$ cat src/rtl/camera_i2c_master.sv
// rtl/camera_i2c_master.sv - I2C master for 16-bit-address camera register reads and writes
// One bit slot is four SCL quarters; the slave may stretch SCL only at the rising edge in Q2.
module camera_i2c_master #(
  parameter int QDIV = 125
) (
  input  logic        clk_i,
  input  logic        rst_i,
  input  logic        req_valid_i,
  output logic        req_ready_o,
  input  logic        req_rnw_i,
  input  logic [6:0]  req_dev_i,
  input  logic [15:0] req_reg_i,
  input  logic [7:0]  req_wdata_i,
  output logic        rsp_valid_o,
  output logic [7:0]  rsp_rdata_o,
  output logic        rsp_nack_o,
  output logic        busy_o,
  output logic        i2c_scl_out_o,
  output logic        i2c_scl_oen_o,
  input  logic        i2c_scl_in_i,
  output logic        i2c_sda_out_o,
  output logic        i2c_sda_oen_o,
  input  logic        i2c_sda_in_i
);

  localparam int CW = (QDIV > 1) ? $clog2(QDIV) : 1;
  localparam logic [CW-1:0] QLAST = CW'(QDIV - 1);

  typedef enum logic [3:0] {
    S_IDLE, S_START, S_DEV_W, S_REG_H, S_REG_L, S_WDATA,
    S_RSTART, S_DEV_R, S_RDATA, S_STOP, S_DONE
  } state_t;

  state_t      state_q, state_d;
  logic [CW-1:0] qcnt_q, qcnt_d;
  logic [1:0]  quarter_q, quarter_d;
  logic [3:0]  bitcnt_q, bitcnt_d;
  logic        rnw_q, rnw_d;
  logic [6:0]  dev_q, dev_d;
  logic [15:0] reg_q, reg_d;
  logic [7:0]  wdata_q, wdata_d;
  logic [7:0]  shift_q, shift_d;
  logic        nack_q, nack_d;
  logic        rsp_valid_q, rsp_valid_d;
  logic [7:0]  rsp_rdata_q, rsp_rdata_d;
  logic        rsp_nack_q, rsp_nack_d;
  logic        scl_oen_q, scl_oen_d;
  logic        sda_oen_q, sda_oen_d;
  logic [1:0]  scl_sync_q, sda_sync_q;
  logic [7:0]  txb;

  logic scl_s, sda_s, tick, stall, sample, slot_end, byte_state;

  assign scl_s      = scl_sync_q[1];
  assign sda_s      = sda_sync_q[1];
  assign tick       = (qcnt_q == QLAST);
  assign stall      = tick && (quarter_q == 2'd2) && !scl_s;
  assign sample     = tick && (quarter_q == 2'd2) && scl_s;
  assign slot_end   = tick && (quarter_q == 2'd3);
  assign byte_state = (state_q == S_DEV_W) || (state_q == S_REG_H) || (state_q == S_REG_L) ||
                      (state_q == S_WDATA) || (state_q == S_DEV_R) || (state_q == S_RDATA);

  always_comb begin : next_state
    state_d     = state_q;
    qcnt_d      = qcnt_q;
    quarter_d   = quarter_q;
    bitcnt_d    = bitcnt_q;
    rnw_d       = rnw_q;
    dev_d       = dev_q;
    reg_d       = reg_q;
    wdata_d     = wdata_q;
    shift_d     = shift_q;
    nack_d      = nack_q;
    rsp_valid_d = 1'b0;
    rsp_rdata_d = rsp_rdata_q;
    rsp_nack_d  = rsp_nack_q;
    case (state_q)
      S_IDLE: begin
        if (req_valid_i) begin
          state_d   = S_START;
          qcnt_d    = '0;
          quarter_d = 2'd0;
          bitcnt_d  = 4'd0;
          rnw_d     = req_rnw_i;
          dev_d     = req_dev_i;
          reg_d     = req_reg_i;
          wdata_d   = req_wdata_i;
          shift_d   = 8'h00;
          nack_d    = 1'b0;
        end
      end
      S_DONE: state_d = S_IDLE;
      default: begin
        if (!stall) begin
          qcnt_d = tick ? '0 : qcnt_q + CW'(1);
          if (tick) quarter_d = quarter_q + 2'd1;
        end
        // Q2 sample: read data bits in RDATA, the slave's ack bit in every transmit byte
        if (sample && byte_state) begin
          if (state_q == S_RDATA && bitcnt_q != 4'd8) shift_d = {shift_q[6:0], sda_s};
          if (state_q != S_RDATA && bitcnt_q == 4'd8 && sda_s) nack_d = 1'b1;
        end
        if (slot_end) begin
          case (state_q)
            S_START:  begin state_d = S_DEV_W; bitcnt_d = 4'd0; end
            S_RSTART: begin state_d = S_DEV_R; bitcnt_d = 4'd0; end
            S_STOP: begin
              state_d     = S_DONE;
              rsp_valid_d = 1'b1;
              rsp_nack_d  = nack_q;
              rsp_rdata_d = (rnw_q && !nack_q) ? shift_q : 8'h00;
            end
            default: begin
              if (bitcnt_q != 4'd8) begin
                bitcnt_d = bitcnt_q + 4'd1;
              end else begin
                bitcnt_d = 4'd0;
                if (nack_q) begin
                  state_d = S_STOP;
                end else begin
                  case (state_q)
                    S_DEV_W: state_d = S_REG_H;
                    S_REG_H: state_d = S_REG_L;
                    S_REG_L: state_d = rnw_q ? S_RSTART : S_WDATA;
                    S_DEV_R: state_d = S_RDATA;
                    default: state_d = S_STOP;
                  endcase
                end
              end
            end
          endcase
        end
      end
    endcase
  end

  // Pad enables are derived from the next state so SDA changes exactly at Q0 entry.
  always_comb begin : pad_next
    txb       = 8'hFF;
    scl_oen_d = 1'b1;
    sda_oen_d = 1'b1;
    case (state_d)
      S_DEV_W: txb = {dev_d, 1'b0};
      S_REG_H: txb = reg_d[15:8];
      S_REG_L: txb = reg_d[7:0];
      S_WDATA: txb = wdata_d;
      S_DEV_R: txb = {dev_d, 1'b1};
      default: txb = 8'hFF;
    endcase
    case (state_d)
      S_START: sda_oen_d = !quarter_d[1];
      S_RSTART: begin
        scl_oen_d = quarter_d[1];
        sda_oen_d = (quarter_d != 2'd3);
      end
      S_STOP: begin
        scl_oen_d = quarter_d[1];
        sda_oen_d = (quarter_d == 2'd3);
      end
      S_DEV_W, S_REG_H, S_REG_L, S_WDATA, S_DEV_R, S_RDATA: begin
        scl_oen_d = quarter_d[1];
        sda_oen_d = (state_d == S_RDATA || bitcnt_d == 4'd8) ? 1'b1 : txb[3'd7 - bitcnt_d[2:0]];
      end
      default: ;
    endcase
  end

  always_ff @(posedge clk_i) begin
    if (rst_i) begin
      state_q     <= S_IDLE;
      qcnt_q      <= '0;
      quarter_q   <= 2'd0;
      bitcnt_q    <= 4'd0;
      rnw_q       <= 1'b0;
      dev_q       <= 7'h00;
      reg_q       <= 16'h0000;
      wdata_q     <= 8'h00;
      shift_q     <= 8'h00;
      nack_q      <= 1'b0;
      rsp_valid_q <= 1'b0;
      rsp_rdata_q <= 8'h00;
      rsp_nack_q  <= 1'b0;
      scl_oen_q   <= 1'b1;
      sda_oen_q   <= 1'b1;
      scl_sync_q  <= 2'b11;
      sda_sync_q  <= 2'b11;
    end else begin
      state_q     <= state_d;
      qcnt_q      <= qcnt_d;
      quarter_q   <= quarter_d;
      bitcnt_q    <= bitcnt_d;
      rnw_q       <= rnw_d;
      dev_q       <= dev_d;
      reg_q       <= reg_d;
      wdata_q     <= wdata_d;
      shift_q     <= shift_d;
      nack_q      <= nack_d;
      rsp_valid_q <= rsp_valid_d;
      rsp_rdata_q <= rsp_rdata_d;
      rsp_nack_q  <= rsp_nack_d;
      scl_oen_q   <= scl_oen_d;
      sda_oen_q   <= sda_oen_d;
      scl_sync_q  <= {scl_sync_q[0], i2c_scl_in_i};
      sda_sync_q  <= {sda_sync_q[0], i2c_sda_in_i};
    end
  end

  assign req_ready_o   = (state_q == S_IDLE);
  assign busy_o        = (state_q != S_IDLE);
  assign rsp_valid_o   = rsp_valid_q;
  assign rsp_rdata_o   = rsp_rdata_q;
  assign rsp_nack_o    = rsp_nack_q;
  assign i2c_scl_out_o = 1'b0;
  assign i2c_sda_out_o = 1'b0;
  assign i2c_scl_oen_o = scl_oen_q;
  assign i2c_sda_oen_o = sda_oen_q;

endmodule

$ cat config.mk
export PLATFORM = sky130hd
export DESIGN_NAME = camera_i2c_master
export DESIGN_NICKNAME = d
export VERILOG_FILES = /design/src/rtl/camera_i2c_master.sv
export SDC_FILE = /design/constraint.sdc
export NUM_CORES = 1
export LEC_CHECK = 0
export BUFFER_PORTS_ARGS = -buffer_cell sky130_fd_sc_hd__buf_4
export CORE_AREA = 2 2 143 75
export CTS_CLUSTER_DIAMETER = 200
export DETAILED_ROUTE_END_ITERATION = 10
export DIE_AREA = 0 0 145 77
export GPL_TIMING_DRIVEN = 1
export PLACE_DENSITY_LB_ADDON = 0.15
export RECOVER_POWER = 100
export SYNTH_ARGS = -nofsm -noshare
export SYNTH_HDL_FRONTEND = slang
export SYNTH_SLANG_ARGS = --single-unit
$ cat constraint.sdc
create_clock -name clk_i -period 4 [get_ports clk_i]
set_input_delay 0.2 -clock clk_i [delete_from_list [all_inputs] [get_ports clk_i]]
set_output_delay 0.2 -clock clk_i [all_outputs]
set_load 0.005 [all_outputs]
=== After elaboration in Yosys (flattened, before gate mapping) ===
Cells that the tools add are included.

* Flip-flop bits (word level): 74
* Bits of input ports: 37
* Output and inout port bits: 16

* Add/subtract/negate cells: 4
* Magnitude comparators: 1
* Multiplexer cells: 42
* Bitwise gates (word level): 4
* Equal/unequal tests: 30
* Reduce and logical (&&, ||, !) cells: 34

{| class="wikitable"
|+ Operators by type and width
! kind !! number
|-
| 8-bit 2-to-1 mux || 6
|-
| 8-bit case mux with 5 select lines || 1
|-
| 7-bit 2-to-1 mux || 5
|-
| 4-bit by 3-bit equality test with 1-bit output, second input constant || 8
|-
| 16-bit 2-to-1 mux || 2
|-
| 4-bit equality test, second input constant || 7
|-
| 4-bit 2-to-1 mux || 7
|-
| 4-bit case mux with 2 select lines || 3
|-
| 4-bit by 2-bit equality test with 1-bit output, second input constant || 4
|-
| 4-bit case mux with 4 select lines || 1
|-
| 8-bit case mux with 2 select lines || 1
|-
| 7-bit case mux with 2 select lines || 1
|-
| 4-bit case mux with 3 select lines || 1
|-
| 1-bit logical AND || 9
|-
| 4-bit by 1-bit equality test with 1-bit output, second input constant || 2
|-
| 2-bit 2-to-1 mux || 4
|-
| 4-bit != test, second input constant || 2
|-
| 4-bit AND reduction || 2
|-
| 8-bit OR reduction || 1
|-
| 7-bit by 1-bit adder with 7-bit output, second input constant || 1
|-
| 7-bit equality test, second input constant || 1
|-
| 2-bit equality test, second input constant || 3
|-
| 1-bit logical OR || 6
|-
| 1-bit 2-to-1 mux || 6
|-
| other kinds (19) || 31
|}

=== Longest topological paths before layout ===
* Word-level depth: 13
* Depth in mapped cells: 13
* Mapped depth without buffers: 11

=== Least setup slack after synthesis ===
No wires, ideal clock.

* Kind: register to register
* From: register bitcnt_q[0]
* To: register sda_oen_q (netlist: i2c_sda_oen_o)
* Setup slack: 1237 ps
* Arrival: 2679 ps
* Data required time: 3916 ps
* Buffers on the path: 2
* Cell stages (with the launch flop): 14
* Cells stage by stage: dfxtp_1 > inv_1 > ha_1 > and3b_1 > buf_6 > a31o_4 > a221oi_4 > or2_1 > buf_6 > nand3_1 > a211oi_1 > nor4_1 > o32a_1 > o31ai_2

* Word-level cells in the longest chain between the ends: 11
* Elaborated cells between the ends (all ways): 29
* Those cells by class: add/sub (2); eq/ne (11); mux (14); reduce/logical (2)

{| class="wikitable"
|+ Ends and longest elaborated chain
! what !! RTL line !! RTL
|-
| start: declaration || 37 || <nowiki>logic [3:0] bitcnt_q, bitcnt_d;</nowiki>
|-
| start signal: assignment || 191 || <nowiki>bitcnt_q <= bitcnt_d;</nowiki>
|-
| parallel branches: the longest is 10 deep, another holds 4-bit by 1-bit adder with 4-bit output || - ||
|-
| 1-bit case mux with 4 select lines * || 150 || <nowiki>case (state_d)</nowiki>
|-
| end signal: assignment || 202 || <nowiki>sda_oen_q <= sda_oen_d;</nowiki>
|-
| end: declaration || 48 || <nowiki>logic sda_oen_q, sda_oen_d;</nowiki>
|}

Every way passes the cells marked *. The select of a mux whose other input is x is not followed.
A chain may end at the register's enable or synchronous reset.

=== Worst setup path in the final report ===
* From: register state_q[1]
* To: register sda_oen_q (netlist: i2c_sda_oen_o)

* Word-level cells in the longest chain between the ends: 13
* Elaborated cells between the ends (all ways): 45
* Those cells by class: add/sub (1); eq/ne (20); mux (19); reduce/logical (5)

{| class="wikitable"
|+ Ends and longest elaborated chain
! what !! RTL line !! RTL
|-
| start: declaration || 34 || <nowiki>state_t state_q, state_d;</nowiki>
|-
| start signal: assignment || 188 || <nowiki>state_q <= state_d;</nowiki>
|-
| 4-bit by 3-bit equality test with 1-bit output / 4-bit by 2-bit equality test with 1-bit output (equally long branches) || 121 || <nowiki>case (state_q)</nowiki>
|-
| 4-bit case mux with 4 select lines || 121 ||
|-
| 4-bit 2-to-1 mux || 118 || <nowiki>if (nack_q) begin</nowiki>
|-
| 4-bit 2-to-1 mux || 114 || <nowiki>if (bitcnt_q != 4'd8) begin</nowiki>
|-
| 4-bit case mux with 3 select lines || 104 || <nowiki>case (state_q)</nowiki>
|-
| 4-bit 2-to-1 mux || 103 || <nowiki>if (slot_end) begin</nowiki>
|-
| 4-bit case mux with 2 select lines || 77 || <nowiki>case (state_q)</nowiki>
|-
| 4-bit by 3-bit equality test with 1-bit output / 4-bit by 2-bit equality test with 1-bit output (equally long branches) || 142, 150 ||
|-
| 8-bit case mux with 5 select lines || 142 || <nowiki>case (state_d)</nowiki>
|-
| 1-bit binary-select mux with 3-bit select || 162 || <nowiki>sda_oen_d = (state_d == S_RDATA || bitcnt_d == 4'd8) ? 1'b1 : txb[3'd7 - bitcnt_d[2:0]];</nowiki>
|-
| 1-bit 2-to-1 mux (not written as such) || 162 ||
|-
| 1-bit 2-to-1 mux || 162 ||
|-
| 1-bit case mux with 4 select lines * || 150 ||
|}

Mark *: on every way between the ends. The rest lies on a longest branch, timed or not. The select of a mux whose other input is x is not followed.

==> metrics.csv <==
stage;metric;value;unit
run_status;outcome;finished, violations left;
run_status;failed_checks;capacitance limit, slew limit;
clock_tree;clk_transition_reported_paths;0.06;ns
timing;setup_viol;0;
timing;layout_worst_path_cycle_share;85.8;%
global_route;groute.usage.overall;19.5;%
final_layout;layout.cell_area.non_filler;0.00464;mm2
drt;routed-via-count;3490;
clock_tree;clk_path_buf_depth;2;
clock_tree;cts_tree;done;
critical_path;setup.worst_path.class;flip-flop to flip-flop;
final_layout;area.growth.synth_to_final;18.9;%
yosys;synth-async-reset-ratio;0;%
clock_tree;hold_buffers;0;
die;ios;53;
yosys;synth_enable_flop_cells;0;
die;start_util;39.3;%
yosys;synth_area;0.00390;mm2
timing;fin_setup_tns;0;ns
global_route;grt_first_pass_wirelength;17.4;mm
power_and_ir_drop;power.density_cell_area;406;mW/mm2
global_route;initial_antenna_violation_count;0;
placement;gp_congestion;0.916;
critical_path;crit_path_launch_type;flip-flop;
drt;route.antenna.remaining_nets;0;
timing;worst_pin_slew;2.74;ns
drt;drt-initial-drc-count;270;
die;dieArea;0.0112;mm2
drt;dr.pass1.iters;5;
drt;wire_per_inst;16.6;um
placement;detailed_place_hpwl;7.80;mm
die;dieHeight;77;um
drt;detail_route.vias_per_cell;5.43;
yosys;seq_area_frac_synth;38.0;%
drt;drc;0;
critical_path;crit_path_top_delay_cell;sky130_fd_sc_hd__nor4_1;
critical_path;endpoint_kind;flip-flop;
critical_path;timing.critical_path.buf_inv;1;
timing;grt_setup_unrepaired;false;
critical_path;cp_cell_sequence;nor4_1 > inv_2 > nor2_4 > nor2_1 > o21ai_0 > nand2_1 > a21boi_1 > a311oi_1 > o32a_1 > o31ai_2;
yosys;synth.yosys.warnings;0;
clock_tree;cts-resized-gates;0;
die;core.rowCount;26;
final_layout;layout-drive-gt1-share;18.3;%
final_layout;finalCoreUtilization;46.7;%
timing;worst_slew_margin_rel;-82.6;%
critical_path;crit_fanout;19;
power_and_ir_drop;report.power.total;1.88;mW
yosys;yosys.cell_types.count;80;
final_layout;mostFrequentLayoutCells;sky130_fd_sc_hd__dfxtp_1 (74), sky130_fd_sc_hd__nand2_1 (67), sky130_fd_sc_hd__nor2_1 (46);
critical_path;cpLargestDelayFamily;simple AND/OR/NAND/NOR gates;
drt;route.final.wire_length;10.7;mm
power_and_ir_drop;power_leakage;1.77;nW
placement;port_buffers;50;
timing;finClkSkew;0.00391;ns
placement;placed_area;0.00432;mm2
clock_tree;cts.sink_count;74;
power_and_ir_drop;ir_worst_vdd;228;uV
yosys;syn_inst;460;
timing;finalWorstSetupSlack;0.566;ns
critical_path;worst_ep_required_time;4.20;ns
clock_tree;cts-buffers-inserted;9;
placement;pre_cts_ws;0.834;ns
final_layout;layout_net_count;541;
timing;hold_viol_final;0;
global_route;maximum_number_of_pins_on_one_net_before_global_route_repair;64;
clock_tree;clock_latency;0.34;ns
global_route;vias_in_the_first_global_route;3256;
final_layout;layout_commonest_cell;sky130_fd_sc_hd__dfxtp_1;
flow_run;drv.max_cap_violation_count;1;
timing;finalMaxSlewViolations;64;
yosys;dominantRegCellSynth;sky130_fd_sc_hd__dfxtp_1;
global_route;grt_overflow;0;
critical_path;worst-endpoint-arrival;3.63;ns
yosys;synth.ff_latch_count;74;
timing;achievable-frequency;0.291;GHz
clock_tree;clock_tree.root_cell;sky130_fd_sc_hd__clkbuf_16;
die;core_region_area;0.00992;mm2
worst_hold_path;hold_class;input pin to flip-flop;
timing;period_minus_slack;3.43;ns
final_layout;number_of_antenna_diodes;0;
die;die_w;145;um
clock_tree;cts_setup_buffers;0;
clock_tree;cts_max_level;3;
yosys;syn_avg_cell_area;8.48;um2
critical_path;peak_per_stage_delay_on_the_critical_path;0.67;ns
## synth_stat cells, drive strengths merged, types with 5 or more instances
library cell  number  area share (%)
a211oi             6             1.2
a21oi             44             5.6
a221oi             5             1.7
a22o               9             2.0
buf               16             3.1
clkbuf            12             1.2
dfxtp             74              38
ha                 6             1.9
inv               12             1.2
mux2i             19             4.9
nand2             69             6.8
nand3             20             2.6
nor2              49             5.2
nor3               7            0.90
o2111ai            5             1.1
o211ai             6             1.3
o21ai             12             1.8
or2                6            0.96
## flip-flops by register name (all words and copies together), names as in the netlist, 2 cells and up
| register | count |
|---|---|
| reg_q | 16 |
| rsp_rdata_o | 8 |
| shift_q | 8 |
| wdata_q | 8 |
| dev_q | 7 |
| qcnt_q | 7 |
| bitcnt_q | 4 |
| state_q | 4 |
| quarter_q | 2 |
| scl_sync_q | 2 |
| sda_sync_q | 2 |
## area by class of cell
type / count / area, um2
fillers: 1001 / 5280
multi-input cells: 347 / 2190
flip-flops and latches: 74 / 1480
repair buffers: 54 / 398
clock buffers: 9 / 225
well taps: 140 / 175
clock inverters: 7 / 124
inverters: 12 / 45.0
## where the power goes
part / switching [mW] / internal (mW)
logic: 0.0918 / 0.0635
registers: 0.0139 / 0.761
clock network: 0.337 / 0.616
total: 0.442 / 1.44
## stage by stage
stage                     instances  hold slack, ns
after floorplan                 461           0.304
after global placement          627           0.384
after detailed placement        627           0.387
after CTS                       643          0.0298
after global routing            643          0.0383
final                           643          0.0385
## routing by layer
layer / routed length, um / track usage (%) / vias to the layer above
li1: - / - / 1733
met1: 5850 / 30.1 / 1642
met2: 4070 / 26.4 / 104
met3: 660 / 4.82 / 11
met4: 103 / 5.05 / 0
met5: 0 / 0 / -
## final timing paths
kind	startpoint	to	slack (ns)	cells after the start
min	i2c_sda_in_i	sda_sync_q[0]$_SDFF_PP1_	0.04	2
min reg2reg	sda_sync_q[0]$_SDFF_PP1_	sda_sync_q[1]$_SDFF_PP1_	0.41	1
max	state_q[1]$_SDFF_PP0_	i2c_sda_oen_o$_SDFF_PP1_	0.57	10
max reg2reg	state_q[1]$_SDFF_PP0_	i2c_sda_oen_o$_SDFF_PP1_	0.57	10
## cells by family after synthesis
kind of cell / synth area share (%)
simple gates: 25.4
compound gates: 22.2
flops: 38.0
buf+inv: 5.39
mux: 5.45
xor+xnor: 1.57
fa+ha+maj: 1.92
other cells: 0.0962
Power figures use the tool's default switching activity.
